`config.mk`:
```
export PLATFORM = sky130hd
export DESIGN_NAME = serial_adder
export DESIGN_NICKNAME = d
export VERILOG_FILES = /design/src/rtl/serial_adder.sv
export SDC_FILE = /design/constraint.sdc
export NUM_CORES = 1
export LEC_CHECK = 0
export CELL_PAD_IN_SITES_DETAIL_PLACEMENT = 1
export CELL_PAD_IN_SITES_GLOBAL_PLACEMENT = 2
export CORE_ASPECT_RATIO = 1.25
export CORE_MARGIN = 3
export CORE_UTILIZATION = 43
export CTS_CLUSTER_SIZE = 16
export DETAILED_ROUTE_END_ITERATION = 8
export DONT_BUFFER_PORTS = 1
export GPL_ROUTABILITY_DRIVEN = 0
export PLACE_DENSITY = 0.89
export SLEW_MARGIN = 10
export SYNTH_ARGS = -nofsm -noshare
export SYNTH_HDL_FRONTEND = slang
export SYNTH_SLANG_ARGS = --single-unit
```
`constraint.sdc`:
```
create_clock -name sys_clk -period 3.6 [get_ports sys_clk]
set_clock_uncertainty 0.2 [all_clocks]
set_input_delay 0.18 -clock sys_clk [delete_from_list [all_inputs] [get_ports sys_clk]]
set_output_delay 0.18 -clock sys_clk [all_outputs]
set_load 0.005 [all_outputs]
```
`src/rtl/serial_adder.sv`:
```
// Bit-serial adder/subtractor: one registered full-adder cell processes one operand bit
// per clock, LSB first, and reports sum, carry-out and signed overflow with a done pulse.
module serial_adder #(
  parameter int WIDTH = 8
) (
  input  logic             sys_clk,
  input  logic             sys_rst_n,
  input  logic             start,
  input  logic             sub,
  input  logic [WIDTH-1:0] a,
  input  logic [WIDTH-1:0] b,
  input  logic             cin,
  output logic             busy,
  output logic             done,
  output logic [WIDTH-1:0] sum,
  output logic             cout,
  output logic             ovf
);

  localparam int CNT_W = (WIDTH > 1) ? $clog2(WIDTH) : 1;
  localparam logic [CNT_W-1:0] LAST_BIT = CNT_W'(WIDTH - 1);

  typedef enum logic [1:0] {
    S_IDLE = 2'd0,
    S_RUN  = 2'd1,
    S_DONE = 2'd2
  } state_t;

  // {carry_out, sum_bit} of one full-adder cell.
  function automatic logic [1:0] fa_cell(input logic x, input logic y, input logic c);
    return {(x & y) | (x & c) | (y & c), x ^ y ^ c};
  endfunction

  state_t           r_state;
  logic [WIDTH-1:0] r_a;
  logic [WIDTH-1:0] r_b;
  logic             r_c;
  logic [CNT_W-1:0] r_cnt;
  logic             r_busy;
  logic             r_done;
  logic [WIDTH-1:0] r_sum;
  logic             r_cout;
  logic             r_ovf;

  logic [1:0]       w_fa;
  logic             w_s;
  logic             w_c_next;

  assign w_fa     = fa_cell(r_a[0], r_b[0], r_c);
  assign w_s      = w_fa[0];
  assign w_c_next = w_fa[1];

  always_ff @(posedge sys_clk or negedge sys_rst_n) begin
    if (!sys_rst_n) begin
      r_state <= S_IDLE;
      r_a     <= '0;
      r_b     <= '0;
      r_c     <= 1'b0;
      r_cnt   <= '0;
      r_busy  <= 1'b0;
      r_done  <= 1'b0;
      r_sum   <= '0;
      r_cout  <= 1'b0;
      r_ovf   <= 1'b0;
    end else begin
      case (r_state)
        S_IDLE: begin
          r_done <= 1'b0;
          if (start) begin
            // Subtract is a + ~b + ~cin, so borrow-in inverts into the carry seed.
            r_a     <= a;
            r_b     <= sub ? ~b : b;
            r_c     <= cin ^ sub;
            r_cnt   <= '0;
            r_busy  <= 1'b1;
            r_state <= S_RUN;
          end
        end
        S_RUN: begin
          r_sum <= {w_s, r_sum[WIDTH-1:1]};
          r_a   <= r_a >> 1;
          r_b   <= r_b >> 1;
          r_c   <= w_c_next;
          r_cnt <= r_cnt + CNT_W'(1);
          if (r_cnt == LAST_BIT) begin
            // r_c is still the carry into the MSB here, so ovf is its XOR with carry-out.
            r_cout  <= w_c_next;
            r_ovf   <= r_c ^ w_c_next;
            r_done  <= 1'b1;
            r_state <= S_DONE;
          end
        end
        S_DONE: begin
          r_done  <= 1'b0;
          r_busy  <= 1'b0;
          r_state <= S_IDLE;
        end
        default: begin
          r_done  <= 1'b0;
          r_busy  <= 1'b0;
          r_state <= S_IDLE;
        end
      endcase
    end
  end

  assign busy = r_busy;
  assign done = r_done;
  assign sum  = r_sum;
  assign cout = r_cout;
  assign ovf  = r_ovf;

endmodule
```
## Yosys cells after proc, flatten, opt, wreduce, memory -nomap -nowiden

Index checks and enable logic that the tools add are counted.

- Add/subtract/negate cells: 1
- Eq/ne operators: 4
- Muxes and demuxes: 16
- Bitwise operators: 11
- Reduce and logical (&&, ||, !) cells: 6

Operators by type and width:

| kind | number |
|---|---|
| $pmux 8 s2 | 2 |
| $mux 8 | 3 |
| $not 8->8 | 1 |
| $reduce_and 2->1 | 4 |
| $pmux 3 s2 | 1 |
| $mux 1 | 4 |
| $mux 2 | 2 |
| $ne 2x2->1 const B | 2 |
| $pmux 1 s2 | 2 |
| $pmux 2 s2 | 1 |
| $xor 1x1->1 | 4 |
| $add 3x1->3 const B | 1 |
| $and 1x1->1 | 3 |
| $eq 3x3->1 const B | 1 |
| $mux 3 | 1 |
| $eq 2x1->1 const B | 1 |
| $logic_not 2->1 | 1 |
| $or 1x1->1 | 2 |
| $reduce_bool 2->1 | 1 |
| $not 1->1 | 1 |

- Register bits after elaboration: 34
- Input port bits: 21
- Output and inout bits: 12
- Word-level logic and storage cells: 48

## Longest topological paths before layout

Gate-level depths: netlist of the first run.

- Word-level depth: 4
- Depth in mapped cells: 5
- Mapped depth without buffers: 4

## Worst setup path after synthesis of the first run

Ideal clock, no wire load.

- Kind: flip-flop to flip-flop
- From: register r_state[1]
- To: register r_sum[2] (netlist: sum[2])
- Library setup time: 0.125 ns
- Data arrival time: 1.231 ns
- Data required time: 3.275 ns
- Setup slack: 2.044 ns
- Stages on the path, launching flop included: 5
- Buffers on the path: 2
- Period minus slack after synthesis: 1.556 ns
- Cell sequence: dfrtp_1 > buf_2 > nor2b_2 > buf_2 > mux2_2

- Longest elaborated chain between the ends: 1

RTL lines:

| element | RTL line | text |
|---|---|---|
| start, declared | 34 | `state_t r_state;` |
| start signal, assigned | 55 | `r_state <= S_IDLE;` |
| start signal, assigned | 76 | `r_state <= S_RUN;` |
| start signal, assigned | 90 | `r_state <= S_DONE;` |
| $eq 2x1->1 | 66 | `case (r_state)` |
| end signal, assigned | 80 | `r_sum <= {w_s, r_sum[WIDTH-1:1]};` |
| end, declared | 41 | `logic [WIDTH-1:0] r_sum;` |

No other way between the ends.
A chain may end at the register's enable or synchronous reset.

## Final worst setup path of the first run

- From: register r_state[1]
- To: register r_b[0]

- Longest elaborated chain between the ends: 3
- Elaborated cells between the ends (all ways): 6
- Those cells by class: 2 x eq/ne; 1 x mux; 3 x reduce/logical

RTL lines:

| element | RTL line | text |
|---|---|---|
| $eq 2x1->1 / $logic_not 2->1 (equally long branches) | 66 |  |
| $reduce_bool 2->1 (no line) / $ne 2x2->1 (equally long branches) | - |  |
| $reduce_and 2->1 (no line) | - |  |
| end signal, assigned | 72 | `r_b <= sub ? ~b : b;` |
| end signal, assigned | 82 | `r_b <= r_b >> 1;` |
| end, declared | 36 | `logic [WIDTH-1:0] r_b;` |

Several ways; a longest one is shown, not always the timed one.

==> results.py, run 1 <==
metrics = {
    "setup_path": {
        "cp-start-kind": "flop",
        "path_cells": "or3b_1, o211ai_1, dlygate4sd3_1",
        "end_kind": "flop",
        "path_max_fanout": 20,
        "path_class": "flop to flop",
        "cp_slowest_stage_delay_ps": 620,
        "required_ps": 3620,
        "critical_path.slowest_cell": "dfrtp_1",
        "r2r_slack_ps": 1290,
        "crit_arrival_ps": 2330,
        "r2r_cells": 3,
        "reg2reg_to": "r_b[0]",
        "reg2reg_from": "r_state[1]",
    },
    "sta": {
        "tightest_slew_ps": 869,
        "timing.final.crit_share_pct": 64.2,
        "relSlewSlack_pct": 41.9,
        "hold_viol": 0,
        "fmax_ghz": 0.433,
        "maxSlewViolCount": 0,
        "period_needed_ps": 2310,
        "hold_slack_ps": 16.8,
        "fin_ws_ps": 1290,
        "fin_tns_setup_ps": 0,
        "rsz0062_at_grt": "false",
        "setup_viol": 0,
    },
    "clock_tree": {
        "cts_made_buffers": 5,
        "postCtsHoldBufs": 25,
        "cts_resized": 0,
        "clockBufferDepth": 2,
        "cts.htree.levels": 2,
        "cts_setup_buffers": 0,
        "cts_num_sinks": 34,
        "clk_latency_ps": 280,
        "path_clk_slew_ps": 70,
        "clockRootBuffer": "clkbuf_8",
        "cts_tree": "done",
    },
    "global_routing": {
        "antenna_found_initial": 0,
        "grt_pass1_vias": 1242,
        "grt_start_max_net_pins": 35,
        "grt_usage_pct": 17.8,
        "overflow": 0,
        "grt_first_pass_wirelength_um": 5780,
    },
    "final_layout": {
        "utilization_pct": 55.0,
        "mostFrequentLayoutCells": "34 x dfrtp_1, 24 x dlygate4sd3_1, 13 x nand2_1, 10 x mux2_2",
        "final_common_cell": "dfrtp_1",
        "drive_gt1_share_pct": 13.0,
        "diodes": 0,
        "nets": 184,
        "syn2layout_area_growth_pct": 22.1,
    },
    "place": {
        "dp_slack_ps": 1570,
        "dp_hpwl_um": 2280,
        "port_buffers": 0,
    },
    "drt": {
        "wirelength_um": 3510,
        "drtIter0Drc": 43,
        "firstDrtPassIters": 4,
        "top_layer_used": "met4",
        "wl_met1_um": 1440,
        "wl_met3_um": 163,
        "num_vias": 1143,
        "wl_per_cell_um": 17.6,
        "drc_errors": 0,
        "viasPerCell": 5.72,
        "route.met2.wl_um": 1820,
        "ant_nets": 0,
    },
    "logic_synthesis": {
        "ys_seq_elements": 34,
        "synthDistinctLibCells": 28,
        "yosysSeqAreaShare_pct": 53.8,
        "avgSynthCellArea_um2": 11.5,
        "yosysWarnings": 0,
        "synth_area_um2": 1580,
        "synthCells": 137,
        "synthesis.nets": 161,
    },
    "power": {
        "p_per_area_nw_per_um2": 745,
        "power_mw": 1.44,
        "ir_worst_vdd_mv": 0.431,
        "cellLeakagePower_nw": 0.818,
    },
    "floorplanning": {
        "core.rowCount": 24,
        "die_h_um": 73.8,
        "io_pins": 33,
        "core_area_um2": 3510,
        "start_util_pct": 45.0,
        "die-area_um2": 4450,
        "die_w_um": 60.2,
    },
    "hold_path": {
        "hold_depth": 3,
        "min_to": "r_a[4]",
        "hp-start": "a[4]",
        "hp-class": "primary input to flop",
    },
    "flow_run": {
        "drv_cap": 0,
    },
    "status": {
        "status": "finished, final reports clean",
    },
}
## cell type report
type / instances / area (um^2)
tap: 39 / 48.8
clock buffer: 7 / 86.3
fill: 377 / 1580
timing repair buffer: 26 / 268
inverter: 1 / 3.75
multi-input combinational: 92 / 668
clock inverter: 1 / 5.00
sequential: 34 / 851
## cells by family after synthesis
logic type	synth area share (%)
fa+ha+maj	2.85
buf+inv	3.96
simple gates	9.26
flops	53.8
xor+xnor	5.54
mux	7.12
compound gates	17.5
## worst max-delay path: cells and delay by family, from the launching register on
family          cells  cell delay [ps]
flops               1              620
compound gates      1              230
simple gates        1              610
buf+inv             1              580
## registers in the layout, summed over array words and instances, names as in the netlist
signal   flops
ovf          1
done         1
r_cnt        3
r_a          8
sum          8
cout         1
r_c          1
busy         1
r_state      2
r_b          8
## per-stage QoR
stage                     std cells  cell area [um^2]
after global placement          167              1580
after floorplan                 137              1580
after CTS                       200              1930
final                           200              1930
after global routing            200              1930
after detailed placement        167              1580
## how the worst max path moves through the flow
stage | cells after the start | from | end
after floorplan | 4 | r_state[1] | sum[2]
after global placement | 4 | r_state[0] | cout
after detailed placement | 4 | r_state[0] | cout
after CTS | 3 | r_state[1] | r_c
after global routing | 5 | r_state[0] | r_b[0]
final | 3 | r_state[1] | r_b[0]
## report_power, final
group	internal, mW	switching [mW]
Clock	0.154	0.135
Combinational	0.264	0.191
Sequential	0.542	0.151
## cells in the mapped netlist (all sizes together)
cell type / number / share of area, %
buf: 7 / 3.0
ha: 2 / 1.6
xnor2: 9 / 5.0
fa: 1 / 1.3
o21bai: 1 / 0.47
o32ai: 1 / 1.0
o21ai: 9 / 2.8
and2b: 2 / 0.95
dfrtp: 34 / 54
and3b: 1 / 0.55
nand2: 13 / 3.1
nor2: 5 / 1.2
clkbuf: 3 / 0.71
a22o: 2 / 1.1
a21oi: 9 / 2.8
nor2b: 6 / 2.5
mux2: 10 / 7.1
inv: 1 / 0.24
xor2: 1 / 0.55
o21a: 1 / 0.47
a22oi: 9 / 4.3
and2: 1 / 0.40
a221o: 3 / 1.9
or3b: 1 / 0.55
o211ai: 3 / 1.4
o221ai: 2 / 1.1
## per-layer routing
layer	track usage (%)	up-vias
li1	-	535
met1	21.0	572
met2	29.3	28
met3	5.62	8
met4	7.39	0
met5	0	-
Note: power is estimated with default switching activity, not from simulation.
==> inputs of run 2 (changes only) <==
--- a/config.mk
+++ b/config.mk
@@ -9,12 +9,12 @@
 export CELL_PAD_IN_SITES_GLOBAL_PLACEMENT = 2
 export CORE_ASPECT_RATIO = 1.25
 export CORE_MARGIN = 3
-export CORE_UTILIZATION = 43
+export CORE_UTILIZATION = 40
 export CTS_CLUSTER_SIZE = 16
 export DETAILED_ROUTE_END_ITERATION = 8
 export DONT_BUFFER_PORTS = 1
 export GPL_ROUTABILITY_DRIVEN = 0
-export PLACE_DENSITY = 0.89
+export PLACE_DENSITY = 0.84
 export SLEW_MARGIN = 10
 export SYNTH_ARGS = -nofsm -noshare
 export SYNTH_HDL_FRONTEND = slang
==> constraint.sdc (replaced) <==
create_clock -name sys_clk -period 2.16 [get_ports sys_clk]
set_clock_uncertainty 0.2 [all_clocks]
set_input_delay 0.108 -clock sys_clk [delete_from_list [all_inputs] [get_ports sys_clk]]
set_output_delay 0.108 -clock sys_clk [all_outputs]
set_load 0.005 [all_outputs]
==> results.py, run 2 (synthesis gave the netlist of run 1 again) <==
metrics = {
    "clock_tree": {
        "cts_made_buffers": 5,
        "cts.htree.levels": 2,
        "clk_latency_ps": 290,
        "cts_tree": "done",
        "cts_num_sinks": 34,
        "clockRootBuffer": "clkbuf_8",
        "clockBufferDepth": 2,
        "path_clk_slew_ps": 70,
    },
    "place": {
        "port_buffers": 0,
        "placed_cells": 183,
        "dp_hpwl_um": 2280,
        "placed_area_um2": 1620,
        "dp_slack_ps": 414,
    },
    "sta": {
        "hold_slack_ps": 83.7,
        "tightest_slew_ps": 864,
        "setup_viol": 0,
        "period_needed_ps": 2070,
        "relSlewSlack_pct": 42.3,
        "timing.final.crit_share_pct": 95.9,
        "fmax_ghz": 0.483,
        "fin_ws_ps": 88.9,
        "fin_tns_setup_ps": 0,
        "hold_viol": 0,
        "maxSlewViolCount": 0,
    },
    "drt": {
        "num_vias": 1213,
        "ant_nets": 0,
        "viasPerCell": 5.42,
        "drc_errors": 0,
        "wl_per_cell_um": 17.3,
        "wirelength_um": 3880,
        "firstDrtPassIters": 4,
        "drtIter0Drc": 36,
    },
    "floorplanning": {
        "core.rowCount": 24,
        "start_util_pct": 43.5,
        "io_pins": 33,
        "die-area_um2": 4750,
        "die_w_um": 62.2,
        "core_area_um2": 3630,
        "die_h_um": 76.3,
    },
    "power": {
        "ir_worst_vdd_mv": 0.460,
        "power_mw": 2.48,
        "cellLeakagePower_nw": 0.867,
        "p_per_area_nw_per_um2": 1210,
    },
    "global_routing": {
        "grt_pass1_vias": 1329,
        "antenna_found_initial": 0,
        "overflow": 0,
        "grt_first_pass_wirelength_um": 6560,
        "grt_start_max_net_pins": 35,
        "grt_usage_pct": 17.8,
    },
    "final_layout": {
        "finalNonFillerCells": 224,
        "syn2layout_area_growth_pct": 29.4,
        "nets": 195,
        "mostFrequentLayoutCells": "33 x dfrtp_1, 29 x dlygate4sd3_1, 13 x nand2_1, 10 x mux2_2",
        "utilization_pct": 56.3,
        "diodes": 0,
        "drive_gt1_share_pct": 17.4,
        "design_area_um2": 2050,
        "final_common_cell": "dfrtp_1",
    },
    "setup_path": {
        "path_max_fanout": 3,
        "critical_path.slowest_cell": "dlygate4sd3_1",
        "reg2reg_from": "r_a[0]",
        "cp_slowest_stage_delay_ps": 560,
        "end_kind": "flop",
        "crit_start": "r_a[0]",
        "cp-start-kind": "flop",
        "crit_arrival_ps": 2040,
        "path_class": "flop to flop",
        "r2r_slack_ps": 90,
        "required_ps": 2130,
        "path_cells": "fa_1, a22oi_1, o211ai_1, dlygate4sd3_1",
    },
    "flow_run": {
        "drv_cap": 0,
    },
    "hold_path": {
        "hp-class": "primary input to flop",
        "hp-start": "start",
    },
    "status": {
        "status": "finished, final reports clean",
    },
}
-- run 2: changes by cell type in the layout (fill, tap and decap cells not counted), sizes merged --
cell,change
dlygate4sd3,+5
buf,+6
-- run 2: repair_timing --
| item | in CTS | in global routing |
|---|---|---|
| setup buffers | 0 | 3 |
| endpoints found under the hold margin | 52 | 0 |
| hold buffers | 30 | 0 |
| setup endpoints to repair | 0 | 8 |
| resized for setup | 0 | 3 |
-- run 2: worst max-delay path: cells and delay by family, from the launching register on --
kind	cells	cell delay [ps]
AOI/OAI and AO/OA	2	270
adders and majority gates	1	490
buffers and inverters	1	560
DFF	1	430
-- run 2: per-layer routing --
metal / routed length [um] / vias to the layer above / track usage [%]
met4: 86 / 0 / 6.86
met1: 1490 / 621 / 20.0
li1: - / 550 / -
met3: 198 / 9 / 6.19
met5: 0 / - / 0
met2: 2110 / 33 / 30.7
-- run 2: worst paths after layout --
kind                       depth (start not counted)         end
min in group asynchronous                          2         r_c
min reg2reg                                        2      r_a[1]
max reg2reg                                        4         r_c
max in group asynchronous                          2  r_state[1]
max                                                4         r_c
min                                                2      r_b[4]
-- run 2: power by group --
group	leakage [nW]	total [mW]	internal, mW	switching (mW)
clock network	0.0482	0.482	0.257	0.225
registers	0.431	1.13	0.906	0.228
logic	0.388	0.863	0.493	0.370
total	0.867	2.48	1.66	0.823
-- run 2: layout make-up --
| cell class | count | area (um^2) |
|---|---|---|
| flip-flops and latches | 34 | 852 |
| clock inverters | 1 | 5.00 |
| repair buffers | 37 | 363 |
| clock buffers | 7 | 86.3 |
| inverters | 1 | 3.75 |
| well taps | 52 | 65.1 |
| fillers | 382 | 1590 |
| multi-input cells | 92 | 672 |
==> inputs of run 3 (changes only) <==
--- a/config.mk
+++ b/config.mk
@@ -15,6 +15,7 @@
 export DONT_BUFFER_PORTS = 1
 export GPL_ROUTABILITY_DRIVEN = 0
 export PLACE_DENSITY = 0.84
+export RECOVER_POWER = 100
 export SLEW_MARGIN = 10
 export SYNTH_ARGS = -nofsm -noshare
 export SYNTH_HDL_FRONTEND = slang
==> results.py, run 3 (synthesis gave the netlist of run 1 again) <==
metrics = {
    "setup_path": {
        "path_class": "flop to flop",
        "path_delay_family": "buffers and inverters",
        "critical_path.slowest_cell": "dlygate4sd3_1",
        "r2r_cells": 4,
        "cp_slowest_stage_delay_ps": 560,
        "critical_path_depth": 4,
        "path_max_fanout": 3,
        "r2r_slack_ps": 90,
        "reg2reg_to": "r_c",
        "reg2reg_from": "r_a[0]",
        "end_kind": "flop",
        "cp-start-kind": "flop",
        "crit_arrival_ps": 2040,
        "required_ps": 2130,
        "path_cells": "fa_1, a22oi_1, o211ai_1, dlygate4sd3_1",
        "critPathBufInv": 1,
    },
    "sta": {
        "setup_viol": 0,
        "timing.final.crit_share_pct": 95.9,
        "fin_tns_setup_ps": 0,
        "period_needed_ps": 2070,
        "tightest_slew_ps": 862,
        "fin_ws_ps": 89.5,
        "hold_slack_ps": 84.2,
        "relSlewSlack_pct": 42.4,
        "fmax_ghz": 0.483,
        "maxSlewViolCount": 0,
        "hold_viol": 0,
    },
    "place": {
        "dp_hpwl_um": 2280,
        "dp_slack_ps": 414,
        "placed_area_um2": 1620,
        "port_buffers": 0,
    },
    "hold_path": {
        "hp-class": "primary input to flop",
        "hp-start": "start",
        "hold_depth": 2,
        "min_to": "r_b[4]",
    },
    "power": {
        "switching_share_pct": 33.4,
        "clock_power_share_pct": 19.6,
        "cellLeakagePower_nw": 0.855,
        "p_per_area_nw_per_um2": 1210,
        "power_frac_comb_pct": 34.4,
        "ir_worst_vdd_mv": 0.459,
        "intPower_mw": 1.64,
        "pwr-share-seq_pct": 46.1,
        "p_switching_mw": 0.821,
    },
    "global_routing": {
        "overflow": 0,
        "grt_usage_pct": 17.8,
        "grt_start_max_net_pins": 35,
        "grt_first_pass_wirelength_um": 6560,
        "grt_pass1_vias": 1329,
        "antenna_found_initial": 0,
    },
    "final_layout": {
        "syn2layout_area_growth_pct": 28.0,
        "design_area_um2": 2020,
        "final_common_cell": "dfrtp_1",
        "mostFrequentLayoutCells": "33 x dfrtp_1, 29 x dlygate4sd3_1, 13 x nand2_1, 10 x mux2_2",
        "final.fill_count": 387,
        "nets": 195,
        "drive_gt1_share_pct": 16.3,
        "diodes": 0,
    },
    "floorplanning": {
        "io_pins": 33,
        "core_area_um2": 3630,
        "core.rowCount": 24,
        "die-area_um2": 4750,
        "start_util_pct": 43.5,
        "die_h_um": 76.3,
        "die_w_um": 62.2,
    },
    "flow_run": {
        "drv_cap": 0,
    },
    "drt": {
        "firstDrtPassIters": 4,
        "wl_per_cell_um": 17.3,
        "ant_nets": 0,
        "drc_errors": 0,
        "num_vias": 1210,
        "viasPerCell": 5.40,
        "drtIter0Drc": 34,
        "wirelength_um": 3870,
    },
    "clock_tree": {
        "cts_num_sinks": 34,
        "cts_tree": "done",
        "cts.htree.levels": 2,
        "clk_latency_ps": 290,
        "clockRootBuffer": "clkbuf_8",
        "clockBufferDepth": 2,
        "cts_made_buffers": 5,
        "path_clk_slew_ps": 70,
    },
    "status": {
        "status": "finished, final reports clean",
    },
}
==> run 3: worst max path at each step <==
stage                    start  endpoint
finish                  r_a[0]       r_c
global route        r_state[1]    r_a[0]
CTS                 r_state[1]    r_b[7]
detailed placement  r_state[0]  r_cnt[0]
global placement    r_state[0]  r_cnt[0]
floorplan           r_state[1]    sum[2]
==> run 3: per-layer routing <==
layer	global-route usage, %	vias up	part of all wire (%)
li1	-	552	-
met1	20.0	615	38
met2	30.7	34	55
met3	6.19	9	5.3
met4	6.86	0	2.2
met5	0	-	0
==> run 3: power by group through the flow <==
stage,Sequential [mW],Combinational (mW),Clock (mW)
floorplan,1.06,0.618,0
global placement,1.13,0.671,0
detailed placement,1.15,0.716,0
CTS,1.14,0.836,0.500
global route,1.18,0.957,0.533
finish,1.13,0.845,0.481
==> run 3: layout make-up <==
type,instances,area [um^2],area share (%)
clock buffer,7,86.3,4.26
clock inverter,1,5.00,0.247
inverter,1,3.75,0.185
multi-input combinational,92,672,33.2
sequential,34,852,42.1
tap,52,65.1,3.21
timing repair buffer,37,340,16.8
==> run 3: per-stage QoR <==
stage / util (%) / cells / total power [mW]
final: 55.7 / 224 / 2.46
after global routing: 55.7 / 224 / 2.67
after CTS: 55.6 / 221 / 2.47
after detailed placement: 44.5 / 183 / 1.86
after global placement: 44.5 / 183 / 1.80
after floorplan: - / 137 / 1.68
==> run 3: timing repair <==
item                       4_1_cts  5_1_grt
gates resized for setup          0        3
setup endpoints to repair        0        8
buffers inserted                 0        3
hold endpoints to repair        52        0
hold buffers                    30        0
